### src/rtl/int_ctrl.sv
// rtl/int_ctrl.sv - NUM_IRQ-channel external interrupt controller feeding the 6-bit CP0 int input
// Optional build macro: INT_CTRL_CLAIM_EN (reading a valid ID claims the reported edge-mode channel).
module int_ctrl #(
    parameter int NUM_IRQ     = 8,
    parameter int SYNC_STAGES = 2
) (
    input  logic               clk,
    input  logic               rst,
    input  logic [NUM_IRQ-1:0] irq_i,
    input  logic               timer_int_i,
    input  logic               ce_i,
    input  logic               we_i,
    input  logic [4:0]         addr_i,
    input  logic [31:0]        wdata_i,
    output logic [31:0]        rdata_o,
    output logic [5:0]         int_o
);

    localparam logic [2:0] REG_PENDING  = 3'd0;
    localparam logic [2:0] REG_MASK     = 3'd1;
    localparam logic [2:0] REG_MODE     = 3'd2;
    localparam logic [2:0] REG_POLARITY = 3'd3;
    localparam logic [2:0] REG_ID       = 3'd4;

    logic [NUM_IRQ-1:0] sync_q [SYNC_STAGES];
    logic [NUM_IRQ-1:0] hist;
    logic [NUM_IRQ-1:0] pending;
    logic [NUM_IRQ-1:0] mask;
    logic [NUM_IRQ-1:0] mode;
    logic [NUM_IRQ-1:0] polarity;

    logic [NUM_IRQ-1:0] s;
    logic [NUM_IRQ-1:0] rise;
    logic [NUM_IRQ-1:0] active;
    logic [NUM_IRQ-1:0] wdata_n;
    logic [NUM_IRQ-1:0] w1c;
    logic [NUM_IRQ-1:0] claim_clr;
    logic [NUM_IRQ-1:0] pending_next;
    logic [2:0]         reg_sel;
    logic               wr_en;
    logic               rd_en;
    logic               id_valid;
    logic [4:0]         id_idx;
    logic [31:0]        rd_val;
    logic [5:0]         int_next;
    logic               unused_bits;

    function automatic logic [31:0] zext(input logic [NUM_IRQ-1:0] v);
        logic [31:0] r;
        r = '0;
        r[NUM_IRQ-1:0] = v;
        return r;
    endfunction

    assign reg_sel     = addr_i[4:2];
    assign wr_en       = ce_i & we_i;
    assign rd_en       = ce_i & ~we_i;
    assign wdata_n     = wdata_i[NUM_IRQ-1:0];
    assign unused_bits = ^{addr_i[1:0], wdata_i};

    assign s      = sync_q[SYNC_STAGES-1] ^ polarity;
    assign rise   = s & ~hist;
    assign active = pending & mask;
    assign w1c    = (wr_en && reg_sel == REG_PENDING) ? wdata_n : '0;

    // Scan downward so the lowest-numbered active channel is the one left standing.
    always_comb begin
        id_valid = 1'b0;
        id_idx   = 5'd0;
        for (int i = NUM_IRQ - 1; i >= 0; i--) begin
            if (active[i]) begin
                id_valid = 1'b1;
                id_idx   = 5'(i);
            end
        end
    end

`ifdef INT_CTRL_CLAIM_EN
    always_comb begin
        claim_clr = '0;
        for (int i = 0; i < NUM_IRQ; i++) begin
            claim_clr[i] = rd_en && (reg_sel == REG_ID) && id_valid && mode[i] && (id_idx == 5'(i));
        end
    end
`else
    assign claim_clr = '0;
`endif

    // Edge channels: a fresh edge beats any clear; level channels simply track s.
    assign pending_next = (mode & (rise | (pending & ~(w1c | claim_clr)))) | (~mode & s);

    always_comb begin
        int_next = '0;
        for (int i = 0; i < NUM_IRQ; i++) begin
            int_next[i % 5] = int_next[i % 5] | active[i];
        end
        int_next[5] = timer_int_i;
    end

    always_comb begin
        rd_val = '0;
        case (reg_sel)
            REG_PENDING:  rd_val = zext(pending);
            REG_MASK:     rd_val = zext(mask);
            REG_MODE:     rd_val = zext(mode);
            REG_POLARITY: rd_val = zext(polarity);
            REG_ID:       rd_val = id_valid ? {1'b1, 26'd0, id_idx} : 32'd0;
            default:      rd_val = '0;
        endcase
    end

    always_ff @(posedge clk or posedge rst) begin
        if (rst) begin
            for (int j = 0; j < SYNC_STAGES; j++) begin
                sync_q[j] <= '0;
            end
        end else begin
            sync_q[0] <= irq_i;
            for (int j = 1; j < SYNC_STAGES; j++) begin
                sync_q[j] <= sync_q[j-1];
            end
        end
    end

    always_ff @(posedge clk or posedge rst) begin
        if (rst) begin
            hist     <= '0;
            pending  <= '0;
            mask     <= '0;
            mode     <= '0;
            polarity <= '0;
            int_o    <= '0;
            rdata_o  <= '0;
        end else begin
            hist    <= s;
            pending <= pending_next;
            int_o   <= int_next;
            if (wr_en) begin
                case (reg_sel)
                    REG_MASK:     mask     <= wdata_n;
                    REG_MODE:     mode     <= wdata_n;
                    REG_POLARITY: polarity <= wdata_n;
                    default:      ;
                endcase
            end
            if (rd_en) begin
                rdata_o <= rd_val;
            end
        end
    end

endmodule

### config.mk
export PLATFORM = sky130hd
export DESIGN_NAME = int_ctrl
export DESIGN_NICKNAME = d
export VERILOG_FILES = /design/src/rtl/int_ctrl.sv
export SDC_FILE = /design/constraint.sdc
export NUM_CORES = 1
export LEC_CHECK = 0
export BUFFER_PORTS_ARGS = -buffer_cell sky130_fd_sc_hd__buf_2
export CAP_MARGIN = 25
export CORE_MARGIN = 5
export CORE_UTILIZATION = 57
export CTS_BUF_LIST = sky130_fd_sc_hd__clkbuf_8
export DETAILED_ROUTE_END_ITERATION = 10
export PLACE_DENSITY = 0.87
export SYNTH_ARGS = -nofsm -noshare
export SYNTH_HDL_FRONTEND = slang
export SYNTH_SLANG_ARGS = --single-unit
### constraint.sdc
create_clock -name clk -period 7.25 [get_ports clk]
set_clock_uncertainty 0.15 [all_clocks]
set_input_delay 2.175 -clock clk [delete_from_list [all_inputs] [get_ports clk]]
set_output_delay 2.175 -clock clk [all_outputs]
set_load 0.02 [all_outputs]
==> metrics <==
status=complete, no violations; DR vias/cell=5.405; number of synthesized flops with an enable pin=0; CP peak stage delay=0.65 ns; Mean Syn Cell Area=14.08 sq um; CP Launch Type=input pin; Seq/Total Area, Yosys=0.6007; dominant synthesized flop cell=dfrtp_1; endpoints failing setup=0; Final Routed Wirelength=5467 um; reg2reg setup slack=5.76 ns; Final Max Slew Viols=0; worst path cell trace=buf_2, nand2b_1, nor2_1, a22oi_1, o21ai_1; worst skew pair latency=0.33 ns; ant diodes=0; Static Leak=1.609 nW; Crit Path Max Fanout=13; Unique masters post-synth=33; Top delay family on crit path=simple AND/OR/NAND/NOR gates; clk slew on worst S/H paths=0.08 ns; Arr. time, crit path=3.61 ns; ranking of synthesized cells by area=dfrtp_1 (60%), mux2_2 (9.1%), buf_4 (6.1%), mux4_2 (3.8%), nand2_1 (3.7%); FFs w/ async S/R, synth=1.000; first-pass GRT wire length=9025 um; RSZ-0062 raised after global routing=no; Die H=82.04 um; gr ovfl total=0; CTS Root Cell=clkbuf_8; Worst EP required=7.36 ns; CP Launch Point=we_i; vias in the first global route=1,825; transition time at the pin with the least slew margin=0.8673 ns; H-Tree Depth=3; pwr dens=334.3 nW/um^2; placed cells=315; Starting Density=0.5828; hold-fix buffers at CTS=0; DR WL/cell=16.52 um; reg2reg path depth=3; GR Util All Layers=0.1884; NumNets Final=306; fin util=0.6625; CP endpoint kind=flip-flop; DIE WIDTH=82.04 um; crit path time final=3.496 ns; GPL Wtd Cong=0.7986; commonest non-fill, non-tap cell in the layout=dfrtp_1; most frequent cells in the layout=dfrtp_1 (71), buf_2 (38), nand2_1 (29); Setup Fix Bufs, Post-CTS=0; Worst R2R End=rdata_o[0]; Fin. Hold Viols=0; DRT iter0 DRCs=95; register bit count reported by yosys=71; CTS tree=yes; Ys Warns=0; type of the worst min-delay path=reg -> reg; antenna viol nets, final=0; area of the mapped netlist=2958 sq um; Max VDD drop=0.1577 mV; Post-route DRC=0; MaxCap Viol Count=0; hold-critical path depth=0; cells after synthesis=210; Worst Setup Path Type=in -> reg; clk buf depth=2; Cell Rows=26; Slowest cell on crit path=nor2_1; Via Count=1,789; die area=6730 sq um; port buffer count=38; TritonCTS Buffers=9; Layout area overhead=13.66%; number of clock sinks=71; Pre-Repair DR Iteration Count=4; share of cells above drive strength 1=0.3448; Core ar.=5075 sq um; antenna violations before repair=0; area fraction of the dominant cell type after synthesis=0.6007; buffer and inverter count on the worst path=1; IO Pins=88; Slew HR=0.4218; period utilization=0.4822; Final HPWL DP=3692 um; Layout Cells excl Fill=331; Synth area leader=dfrtp_1; Hold EP=sync_q[5]; Setup TNS=0 ns; post-cts resize count=0; Max Clk Rate=286.0 MHz; reg-to-reg startpoint=mask[0]; hold path start=sync_q[13]; Fin Hold WS=0.2010 ns; largest net degree at the start of global routing=72
-- cell families after synthesis --
group	Yosys count	synth area share
AO/OA/AOI/OAI	26	0.07361
multiplexers	32	0.1561
flip-flops	71	0.6007
XOR/XNOR	8	0.02369
AND/OR/NAND/NOR	43	0.07488
buffers and inverters	29	0.06979
other	1	0.001268
-- worst reg2reg max path, cell delays in order (launching register included) --
cell,delay (ns)
dfrtp_1,0.42
mux4_1,0.52
a22oi_1,0.18
o21ai_1,0.11
-- registers in the layout (all words and copies together) (netlist names) --
name and cells:
hist 8, int_o 6, mask 8, mode 8
pending 8, polarity 8, rdata_o 9, sync_q 16
-- metal layers --
layer | vias up | wire length [um] | track usage
li1 | 808 | - | -
met1 | 901 | 2189 | 0.2254
met2 | 71 | 2807 | 0.3086
met3 | 9 | 382 | 0.05702
met4 | 0 | 87 | 0.09468
met5 | - | 0 | 0
-- how the worst max path moves through the flow --
stage / slack [ns] / end / cells after the start
after detailed placement: 3.40 / rdata_o[0] / 5
after global placement: 3.46 / rdata_o[0] / 5
after floorplan: 3.13 / hist[0] / 1
final: 3.75 / rdata_o[0] / 5
after CTS: 3.79 / rdata_o[0] / 5
after global routing: 3.59 / rdata_o[0] / 5
-- synthesized netlist by cell type, types with 3 or more instances --
cell type / instances
dfrtp_1: 71
nand2_1: 29
buf_4: 24
mux2_2: 24
a32o_1: 9
xor2_1: 8
a22o_1: 6
mux4_2: 5
a22oi_1: 4
inv_1: 3
mux4_1: 3
-- through the flow --
step | area, sq um | power, W | setup slack, ns
finish | 3362 | 0.001124 | 3.754
global route | 3362 | 0.001184 | 3.587
floorplan | 3040 | 0.0007166 | 3.128
global placement | 3131 | 0.0007666 | 3.462
CTS | 3362 | 0.001133 | 3.786
detailed placement | 3131 | 0.0007799 | 3.400
-- power by group --
group | switching [W] | internal, W | leakage, nW | total, W
Sequential | 0.0000653 | 0.000483 | 0.861 | 0.000548
Combinational | 0.000116 | 0.000109 | 0.636 | 0.000226
Clock | 0.000138 | 0.000212 | 0.112 | 0.000350
Total | 0.000320 | 0.000804 | 1.61 | 0.00112
-- area by class of cell --
| type | instances | area [sq um] |
|---|---|---|
| well taps | 70 | 87.58 |
| multi-input cells | 132 | 1057 |
| clock buffers | 11 | 151.4 |
| fillers | 376 | 1713 |
| repair buffers | 39 | 197.7 |
| clock inverters | 5 | 80.08 |
| inverters | 3 | 11.26 |
| flip-flops and latches | 71 | 1777 |
Power figures use the tool's default switching activity.
